[src/rtl/forwarding_scoreboard.sv]
// Forwarding scoreboard: tracks EX-stage writers through DEPTH later stages, derives
// per-operand forward selects, a load-use stall, a sticky hazard flag and perf counters.
module forwarding_scoreboard #(
    parameter int REG_W   = 5,
    parameter int NUM_SRC = 2,
    parameter int DEPTH   = 2,
    parameter int SEL_W   = 3,
    parameter int CNT_W   = 16
) (
    input  logic                       clk,
    input  logic                       rst,
    input  logic                       advance,
    input  logic                       flush,
    input  logic                       ex_valid,
    input  logic                       ex_regwrite,
    input  logic                       ex_memread,
    input  logic [REG_W-1:0]           ex_rd,
    input  logic [NUM_SRC*REG_W-1:0]   ex_src,
    input  logic [NUM_SRC*REG_W-1:0]   id_src,
    input  logic [NUM_SRC-1:0]         id_src_used,
    output logic [NUM_SRC*SEL_W-1:0]   fwd_sel,
    output logic                       stall,
    output logic                       hazard_err,
    output logic [CNT_W-1:0]           fwd_count,
    output logic [CNT_W-1:0]           stall_count
);

    logic [DEPTH:1]   valid_reg;
    logic [DEPTH:1]   regwrite_reg;
    logic [DEPTH:1]   memread_reg;
    logic [REG_W-1:0] rd_reg [1:DEPTH];
    logic [DEPTH:1]   live;

    logic [NUM_SRC-1:0] stage1_hit;
    logic [NUM_SRC-1:0] id_hit;

    logic             hazard_err_reg;
    logic [CNT_W-1:0] fwd_count_reg;
    logic [CNT_W-1:0] stall_count_reg;
    logic             hazard_next;
    logic             fwd_any;

    genvar gi;
    generate
        for (gi = 1; gi <= DEPTH; gi++) begin : g_stage
            // Register 0 is hardwired, so an entry targeting it never forwards.
            assign live[gi] = valid_reg[gi] & regwrite_reg[gi] & (rd_reg[gi] != '0);

            if (gi == 1) begin : g_head
                always_ff @(posedge clk or posedge rst) begin
                    if (rst) begin
                        valid_reg[gi]    <= 1'b0;
                        regwrite_reg[gi] <= 1'b0;
                        memread_reg[gi]  <= 1'b0;
                        rd_reg[gi]       <= '0;
                    end else if (advance) begin
                        valid_reg[gi]    <= ex_valid & ~flush;
                        regwrite_reg[gi] <= ex_regwrite;
                        memread_reg[gi]  <= ex_memread;
                        rd_reg[gi]       <= ex_rd;
                    end
                end
            end else begin : g_tail
                always_ff @(posedge clk or posedge rst) begin
                    if (rst) begin
                        valid_reg[gi]    <= 1'b0;
                        regwrite_reg[gi] <= 1'b0;
                        memread_reg[gi]  <= 1'b0;
                        rd_reg[gi]       <= '0;
                    end else if (advance) begin
                        valid_reg[gi]    <= valid_reg[gi-1];
                        regwrite_reg[gi] <= regwrite_reg[gi-1];
                        memread_reg[gi]  <= memread_reg[gi-1];
                        rd_reg[gi]       <= rd_reg[gi-1];
                    end
                end
            end
        end

        for (gi = 0; gi < NUM_SRC; gi++) begin : g_operand
            logic [SEL_W-1:0] sel;

            // Scan from the oldest stage so the nearest matching stage is written last.
            always_comb begin
                sel = '0;
                for (int k = DEPTH; k >= 1; k--) begin
                    if (live[k] && (rd_reg[k] == ex_src[gi*REG_W +: REG_W])) begin
                        sel = SEL_W'(k);
                    end
                end
            end

            assign fwd_sel[gi*SEL_W +: SEL_W] = sel;
            assign stage1_hit[gi] = (sel == SEL_W'(1));
            assign id_hit[gi]     = id_src_used[gi] && (id_src[gi*REG_W +: REG_W] == ex_rd);
        end
    endgenerate

    assign stall = ex_valid & ex_memread & ex_regwrite & (ex_rd != '0) & ~flush & (|id_hit);

    // Forwarding from stage 1 out of a load means the load-use stall was missed.
    assign hazard_next = (|stage1_hit) & memread_reg[1];
    assign fwd_any     = |fwd_sel;

    always_ff @(posedge clk or posedge rst) begin
        if (rst) begin
            hazard_err_reg  <= 1'b0;
            fwd_count_reg   <= '0;
            stall_count_reg <= '0;
        end else if (advance) begin
            if (hazard_next) begin
                hazard_err_reg <= 1'b1;
            end
            if (fwd_any && (fwd_count_reg != '1)) begin
                fwd_count_reg <= fwd_count_reg + 1'b1;
            end
            if (stall && (stall_count_reg != '1)) begin
                stall_count_reg <= stall_count_reg + 1'b1;
            end
        end
    end

    assign hazard_err  = hazard_err_reg;
    assign fwd_count   = fwd_count_reg;
    assign stall_count = stall_count_reg;

endmodule
[config.mk]
export PLATFORM = sky130hd
export DESIGN_NAME = forwarding_scoreboard
export DESIGN_NICKNAME = d
export VERILOG_FILES = /design/src/rtl/forwarding_scoreboard.sv
export SDC_FILE = /design/constraint.sdc
export NUM_CORES = 1
export LEC_CHECK = 0
export CAP_MARGIN = 20
export CORE_MARGIN = 3
export CORE_UTILIZATION = 48
export DETAILED_ROUTE_END_ITERATION = 8
export GPL_TIMING_DRIVEN = 0
export PLACE_DENSITY = 0.8
export SLEW_MARGIN = 20
export SYNTH_ARGS = -nofsm -noshare
export SYNTH_HDL_FRONTEND = slang
export SYNTH_SLANG_ARGS = --single-unit
export TNS_END_PERCENT = 10
[constraint.sdc]
create_clock -name clk -period 2.55 [get_ports clk]
set_input_delay 0.51 -clock clk [delete_from_list [all_inputs] [get_ports clk]]
set_output_delay 0.51 -clock clk [all_outputs]
set_load 0.05 [all_outputs]
## Word-level counts from Yosys, hierarchy flattened

Cells that the tools add are included.

| word-level totals | value |
|---|---|
| bits of input ports | 34 |
| register bits after elaboration | 48 |
| word-level logic and storage cells | 55 |
| output and inout port bits | 40 |

| cells by class | value |
|---|---|
| $add $sub $neg | 2 |
| bitwise gates (word level) | 12 |
| equality and inequality tests | 10 |
| mux-type cells | 4 |
| reductions and logical operators | 17 |

Operators with widths:

| kind | count |
|---|---|
| $add A16 B1 Y16 const B | 2 |
| $ne A16 B16 Y1 const B | 2 |
| $eq A5 B5 Y1 | 6 |
| $reduce_bool A5 Y1 | 3 |
| $and A1 B1 Y1 | 11 |
| $logic_and A1 B1 Y1 | 8 |
| $eq A3 B1 Y1 const B | 2 |
| $mux W3 | 2 |
| $reduce_and A2 Y1 | 3 |
| $reduce_or A6 Y1 | 1 |
| $mux W2 | 2 |
| $reduce_or A2 Y1 | 2 |
| $not A1 Y1 | 1 |

## Longest topological paths before layout

Gate-level depths: netlist of the first run.

| logic depth | value |
|---|---|
| depth after elaboration | 9 |
| mapped depth | 9 |
| mapped depth without buffers | 8 |

## Worst setup path after synthesis of the first run

Ideal clock, no wire load.

| timing | value |
|---|---|
| kind | reg2out |
| start | reg rd_reg[6] (netlist name) |
| end | out fwd_sel[1] |
| data arrival time | 2.591 ns |
| data required time | 2.040 ns |
| setup slack | -0.551 ns |
| buffers on the path | 0 |
| cell stages (with the launch flop) | 5 |
| cell sequence | dfrtp_1 > or4_1 > o211ai_2 > nor2_1 > nor3b_1 |

| between the ends | value |
|---|---|
| word-level cells in the longest chain between the ends | 4 |
| elaborated cells on any way between the ends | 5 |
| those cells by class | eq/ne: 1; mux: 1; bitwise: 1; reduce/logical: 2 |

Ends and longest elaborated chain:

| element | RTL line | RTL |
|---|---|---|
| from (decl) | 31 | `logic [REG_W-1:0] rd_reg [1:DEPTH];` |
| from (signal, indexed assignment) | 60 | `rd_reg[gi] <= ex_rd;` |
| $reduce_bool A5 Y1 | 47 | `assign live[gi] = valid_reg[gi] & regwrite_reg[gi] & (rd_reg[gi] != '0);` |
| $and A1 B1 Y1 | 47 |  |
| $logic_and A1 B1 Y1 * | 87 | `if (live[k] && (rd_reg[k] == ex_src[gi*REG_W +: REG_W])) begin` |
| $mux W3 * | 87 |  |
| to (decl) | 21 | `output logic [NUM_SRC*SEL_W-1:0] fwd_sel,` |

Every way passes the cells marked *; elsewhere a longest branch is shown, timed or not.

## Final worst setup path of the first run

Same ends and word-level chain as after synthesis.

==> results by group, run 1 <==
Outcome
  – Outcome: complete, no violations

Worst setup path
  – Slowest cell on crit path: or4_4
  – Setup Crit Path Kind: register to primary output
  – CP required: 2.04 ns
  – Crit path max-delay family: simple AND/OR/NAND/NOR gates
  – Buf/Inv on CP: 1
  – Startpoint class of the critical path: register
  – Worst-path fanout max: 3
  – Slowest cell delay on critical path: approximately 0.55 ns
  – Crit. End Element: primary output
  – Critical Path AT: between 1.5 and 2 ns
  – CP cell instances: or4_4, o211ai_4, nor2_2, nor3b_4, buf_6

Final layout
  – ANT cells: 0
  – Share of cells above drive strength 1: between 20% and 30%
  – Final net count: 344
  – Post-route cell area: 3590 µm²
  – Area Overhead vs Synth: 38.0%
  – Fill count: ~400
  – Finished Layout Cells: 378

Placed design
  – Port Buffers: 70
  – Dpl cell area: 3440 µm²
  – Placed instance count: around 370
  – Routability cong.: 0.769
  – HPWL Detailed: approximately 4300 µm

Logic synthesis
  – FF+latch count, synth: 48
  – Synth async-reset ratio: 100%
  – Synth area leader: dfrtp_1
  – Xor/xnor share of the synthesized area: around 20%
  – Unique masters post-synth: 38
  – Synth Area in Compound Gates: roughly 3.3%
  – Synthesized area: 2600 µm²
  – YS warnings: 0
  – Mux cell area share after synthesis: 7.93%
  – Post-synth top area share: 46.2%
  – Largest family of logic cells by synthesized area: XOR/XNOR gates
  – Synth top area cells: dfrtp_1, xnor2_1, mux2_2
  – Commonest cells in the netlist: dfrtp_1, xnor2_1, mux2_2
  – Synth Area in Adders: 0.962%
  – Synth Area per Inst: 11.5 µm²
  – Mapped Cells: between 200 and 250
  – Register area share after synthesis: 46.2%
  – Top FF cell, synth: dfrtp_1
  – Synth Area in Simple Gates: 19.4%
  – Post-synth EDFFs: 0

Floorplan
  – Die W: roughly 80 µm
  – Core region area: 5170 µm²
  – Site Rows: 26
  – Initial Util: 50.3%
  – Die area: 6340 µm²
  – Io pins: 74
  – Die height: about 80 µm

CTS
  – CTS Root Cell: clkbuf_8
  – CTS max path bufs: 2
  – Clock transition at path regs: roughly 0.080 ns
  – Clk sinks: 48
  – Num CTS Buffers: 5
  – Clock Latency Late Sink: 0.30 ns
  – CTS tree: done
  – CTS Hold Bufs: 0
  – H-tree depth: 2

Power and ir drop
  – Total Power: ~1.7 mW
  – Worst VDD drop: 262 µV
  – Pwr dens: between 400 and 500 nW/µm²
  – Power share of the clock group: ~28%
  – Seq pwr share: 50.7%
  – Gate power share: 21.2%
  – Switching share of power: between 20% and 30%
  – Pleak: 1.47 nW
  – Internal: 1.23 mW
  – Switching power: 0.472 mW

Route
  – Iter 0 DRT Violations: 63
  – Vias per Instance: 5.26
  – Routed vias: 1990
  – Total Wirelength: approximately 5700 µm
  – Antenna viol nets, final: 0
  – Residual DRC: 0
  – Wire per inst: 15.0 µm
  – DR pass1 iterations: 4

Timing
  – Fin Setup TNS: 0 ns
  – RSZ-0062 raised after global routing: true
  – Relative slew margins: about three fifths
  – Final Hold Vio Count: 0
  – Tmin final: 2.48 ns
  – Hold slack: 0.499 ns
  – Skew final: 0.00496 ns
  – Final period util: 97.2%
  – Final setup vio count: 0
  – Slew @ Worst Pin: 0.575 ns
  – F_max: 403 MHz
  – Fin. max-slew vios: 0

Global route
  – Vias in the first global route: 1993
  – First-pass GRT wire length: ~9400 µm
  – Total global routing overflow: 0
  – Global Route Usage Sum: 18.9%
  – Initial antenna violation count: 0
  – Pin count of the biggest net entering global routing: 27

Worst hold path
  – Hold Path Class: register to register

Run
  – Max-Cap Viols: 0
[layer usage]
metal / up-vias / GRT usage [%] / wire (µm)
met3: 4 / 5.42 / 267
met4: 0 / 4.64 / 39
met1: 1000 / 24.1 / 2490
li1: 942 / - / -
met5: - / 0 / 0
met2: 44 / 31.4 / 2860
[what timing repair did]
| action | 4_1_cts | 5_1_grt |
|---|---|---|
| pin swaps | 0 | 6 |
| setup endpoints to repair | 5 | 5 |
| resized for setup | 30 | 12 |
| setup buffers | 0 | 3 |
| endpoints found under the hold margin | 0 | 0 |
| cloned | 0 | 0 |
[kinds of logic (layout without fill, tap and decap cells)]
group                    Yosys count  after routing
AO/OA/AOI/OAI                      8              8
XOR/XNOR                          59             59
adder cells (fa/ha/maj)            2              2
buffers and inverters              9             90
flip-flops                        48             48
multiplexers                      18             18
other                              1              2
AND/OR/NAND/NOR                   81             81
[worst reg2reg max path, delay by kind of cell, from the launching register on]
| kind | cells | cell delay (ns) |
|---|---|---|
| simple gates | 5 | 0.88 |
| flops | 1 | 0.43 |
| compound gates | 1 | 0.20 |
| mux | 1 | 0.32 |
| fa+ha+maj | 1 | 0.24 |
[stage by stage]
stage | setup slack, ns | utilization [%]
after floorplan | -0.0677 | -
after global placement | -0.647 | 65.9
after detailed placement | -0.651 | 66.5
after CTS | 0.00653 | 68.2
after global routing | -0.0206 | 69.4
final | 0.0713 | 69.4
[placed cells by master (no fill, tap or decap), types with 4 or more instances in the layout]
master           instances
and3_2                   4
clkdlybuf4s50_1         64
nand3_2                  7
nand2_1                 11
nand4_1                 12
xor2_1                  11
buf_4                    6
clkbuf_8                 7
buf_6                    4
mux2_2                  17
dfrtp_1                 45
nor2_1                   5
nand3_1                 13
xnor2_1                 48
and3_1                   7
[power groups by stage]
| stage | logic [mW] | registers [mW] | clock network (mW) |
|---|---|---|---|
| 3_5_place_dp | 0.342 | 0.874 | 0 |
| 5_1_grt | 0.386 | 0.868 | 0.528 |
| 2_1_floorplan | 0.164 | 0.914 | 0 |
| 4_1_cts | 0.345 | 0.860 | 0.496 |
| 3_3_place_gp | 0.329 | 0.874 | 0 |
| 6_report | 0.360 | 0.860 | 0.478 |
[layout make-up]
| type | count | area, µm² | area share (%) |
|---|---|---|---|
| multi-input combinational | 170 | 1400 | 39.0 |
| sequential | 48 | 1200 | 33.6 |
| clock buffer | 7 | 96.3 | 2.68 |
| tap | 70 | 87.6 | 2.44 |
| timing repair buffer | 74 | 746 | 20.8 |
| buffer | 7 | 50.0 | 1.39 |
| inverter | 2 | 7.51 | 0.209 |
[path summary, 6_finish.rpt]
path | from | end | slack (ns) | depth (start not counted)
worst max-delay path | rd_reg[6]$_DFFE_PP0P_ | fwd_sel[1] | 0.07 | 5
worst min-delay path | stall_count[13]$_DFFE_PP0P_ | stall_count[13]$_DFFE_PP0P_ | 0.50 | 1
worst max register to register | fwd_count[0]$_DFFE_PP0P_ | fwd_count[1]$_DFFE_PP0P_ | 0.38 | 8
worst min register to register | stall_count[13]$_DFFE_PP0P_ | stall_count[13]$_DFFE_PP0P_ | 0.50 | 1
max in group asynchronous | rst | fwd_count[14]$_DFFE_PP0P_ | 1.45 | 3
min in group asynchronous | rst | stall_count[0]$_DFFE_PP0P_ | 0.58 | 2
Note: power is estimated with default switching activity, not from simulation.
==> run 2: changes to the inputs <==
--- a/config.mk
+++ b/config.mk
@@ -11,6 +11,7 @@
 export DETAILED_ROUTE_END_ITERATION = 8
 export GPL_TIMING_DRIVEN = 0
 export PLACE_DENSITY = 0.8
+export SKIP_LAST_GASP = 1
 export SLEW_MARGIN = 20
 export SYNTH_ARGS = -nofsm -noshare
 export SYNTH_HDL_FRONTEND = slang
==> run 2 against run 1 <==
Clock-buffer cell count unchanged. Worst setup slack got worse by 0.021 ns. Non-clock buffer count unchanged. Clock power about the same. Critical path type is now input port to primary output. Largest cell class unchanged. Largest power group unchanged.
==> results by group, run 2 (synthesis gave the netlist of run 1 again) <==
Outcome
  – Outcome: complete, no violations

CTS
  – CTS Root Cell: clkbuf_8
  – Num CTS Buffers: 5 (unchanged)
  – CTS Hold Bufs: 0 (unchanged)
  – CTS tree: done
  – H-tree depth: 2 (unchanged)
  – Clock transition at path regs: 0.08 ns (about the same)
  – CTS max path bufs: 2 (unchanged)
  – Clk sinks: 48 (unchanged)
  – Clock Latency Late Sink: 0.30 ns (about the same)

Global route
  – Initial antenna violation count: 0 (unchanged)
  – Pin count of the biggest net entering global routing: 27 (unchanged)
  – First-pass GRT wire length: 9430 µm (+0.15%)
  – Global Route Usage Sum: 18.9% (+0.048 points)
  – Total global routing overflow: 0 (unchanged)
  – Vias in the first global route: 1994 (+0.050%)

Route
  – Highest Signal Layer: met4
  – Iter 0 DRT Violations: 63 (unchanged)
  – Antenna viol nets, final: 0 (unchanged)
  – DR pass1 iterations: 4 (unchanged)
  – Routed metal-1 wire length: 2440 µm (-2.1%)
  – Routed vias: 1987 (-0.15%)
  – Wire per inst: 15.1 µm (+0.76%)
  – Residual DRC: 0 (unchanged)
  – Vias per Instance: 5.26 (-0.15%)
  – Met2 wire length: 2860 µm (+0.28%)
  – Total Wirelength: 5700 µm (+0.76%)
  – Met3 WL: 332 µm (+24%)

Worst setup path
  – Setup Crit Path Kind: input port to primary output
  – Worst-path fanout max: 2 (-1)
  – Critical Path AT: 1.99 ns (+0.02 ns)
  – Startpoint class of the critical path: input port
  – CP required: 2.04 ns (about the same)
  – Crit. End Element: primary output

Timing
  – RSZ-0062 raised after global routing: true
  – Fin. max-slew vios: 0 (unchanged)
  – Fin Setup TNS: 0 ns (unchanged)
  – Final period util: 98.0% (+0.83 points)
  – Tmin final: 2.50 ns (+0.0211 ns)
  – Slew @ Worst Pin: 0.579 ns (+0.00394 ns)
  – Final setup vio count: 0 (unchanged)
  – Skew final: 0.00340 ns (-0.00155 ns)
  – F_max: 400 MHz (-0.84%)
  – Final Hold Vio Count: 0 (unchanged)
  – Relative slew margins: 61.4% (-0.26 points)

Power and ir drop
  – Pleak: 1.46 nW (-0.62%)
  – Worst VDD drop: 258 µV (-1.3%)
  – Pwr dens: 474 nW/µm² (+0.13%)

Placed design
  – Placed instance count: 368 (unchanged)
  – HPWL Detailed: 4290 µm (unchanged)
  – Routability cong.: 0.769 (unchanged)
  – Port Buffers: 70 (unchanged)

Final layout
  – Most common cell after layout, fill and taps aside: clkdlybuf4s50_1
  – ANT cells: 0 (unchanged)
  – Commonest non-fill, non-tap cells in the layout: clkdlybuf4s50_1, xnor2_1, dfrtp_1
  – Final net count: 344 (unchanged)
  – Area Overhead vs Synth: 37.9% (about the same)
  – Share of cells above drive strength 1: 22.7% (unchanged)
  – Fin util: 69.4% (about the same)
  – Finished Layout Cells: 378 (unchanged)

Floorplan
  – Core region area: 5170 µm² (unchanged)
  – Die height: 79.6 µm (unchanged)
  – Die area: 6340 µm² (unchanged)
  – Initial Util: 50.3% (unchanged)
  – Die W: 79.6 µm (unchanged)
  – Io pins: 74 (unchanged)
  – Site Rows: 26 (unchanged)

Worst hold path
  – Hold Path Class: register to register

Run
  – Max-Cap Viols: 0 (unchanged)
[run 2: final cells by class]
class	instances	area [µm²]
Fill cell	391	1580
Multi-Input combinational cell	170	1400
Sequential cell	48	1200
Timing Repair Buffer	74	743
Clock buffer	7	96.3
Tap cell	70	87.6
Buffer	7	50.0
Inverter	2	7.51
[run 2: what timing repair did]
action | in CTS | in global routing
gates cloned | 0 | 0
pin swaps | 0 | 5
resized for setup | 25 | 17
setup buffers | 0 | 3
endpoints found under the setup margin | 5 | 5
[run 2: final timing paths]
check                                            start  slack (ns)                          end  cells after the start
min                        stall_count[13]$_DFFE_PP0P_        0.50  stall_count[13]$_DFFE_PP0P_                      1
min reg2reg                stall_count[13]$_DFFE_PP0P_        0.50  stall_count[13]$_DFFE_PP0P_                      1
max                                          ex_src[4]        0.05                   fwd_sel[1]                      6
min in group asynchronous                          rst        0.58   stall_count[3]$_DFFE_PP0P_                      2
max reg2reg                   fwd_count[0]$_DFFE_PP0P_        0.38     fwd_count[1]$_DFFE_PP0P_                      8
max in group asynchronous                          rst        1.45    fwd_count[14]$_DFFE_PP0P_                      3
[run 2: layer usage]
| metal | global-route usage (%) | vias up |
|---|---|---|
| met5 | 0 | - |
| met4 | 4.64 | 0 |
| met3 | 5.42 | 7 |
| met2 | 31.6 | 44 |
| met1 | 24.1 | 992 |
| li1 | - | 944 |
[run 2: power by group]
group	internal (mW)	switching (mW)	total (mW)
Combinational	0.180	0.181	0.361
Clock	0.242	0.237	0.478
Sequential	0.805	0.0552	0.861
Total	1.23	0.473	1.70
[run 2: worst max-delay path, cell delays in order]
cell and delay, ns:
clkdlybuf4s50_1 0.52, xnor2_1 0.13, nand3_1 0.16, nor3_4 0.26, nor3b_4 0.23, buf_6 0.18
[run 2: per-stage QoR]
stage	area [µm²]	hold WS (ns)	setup slack [ns]	total power, mW
finish	3590	0.499	0.0503	1.70
global route	3590	0.527	-0.0589	1.78
CTS	3520	0.503	-0.0476	1.70
detailed placement	3440	0.480	-0.651	1.22
global placement	3410	0.479	-0.647	1.20
floorplan	2620	0.481	-0.0677	1.08
==> run 3: changes to the inputs <==
--- a/config.mk
+++ b/config.mk
@@ -8,6 +8,7 @@
 export CAP_MARGIN = 20
 export CORE_MARGIN = 3
 export CORE_UTILIZATION = 48
+export CTS_CLUSTER_DIAMETER = 200
 export DETAILED_ROUTE_END_ITERATION = 8
 export GPL_TIMING_DRIVEN = 0
 export PLACE_DENSITY = 0.8
==> results of run 3 <==
Same layout as run 2: the final DEF is identical, and so are final timing and power.
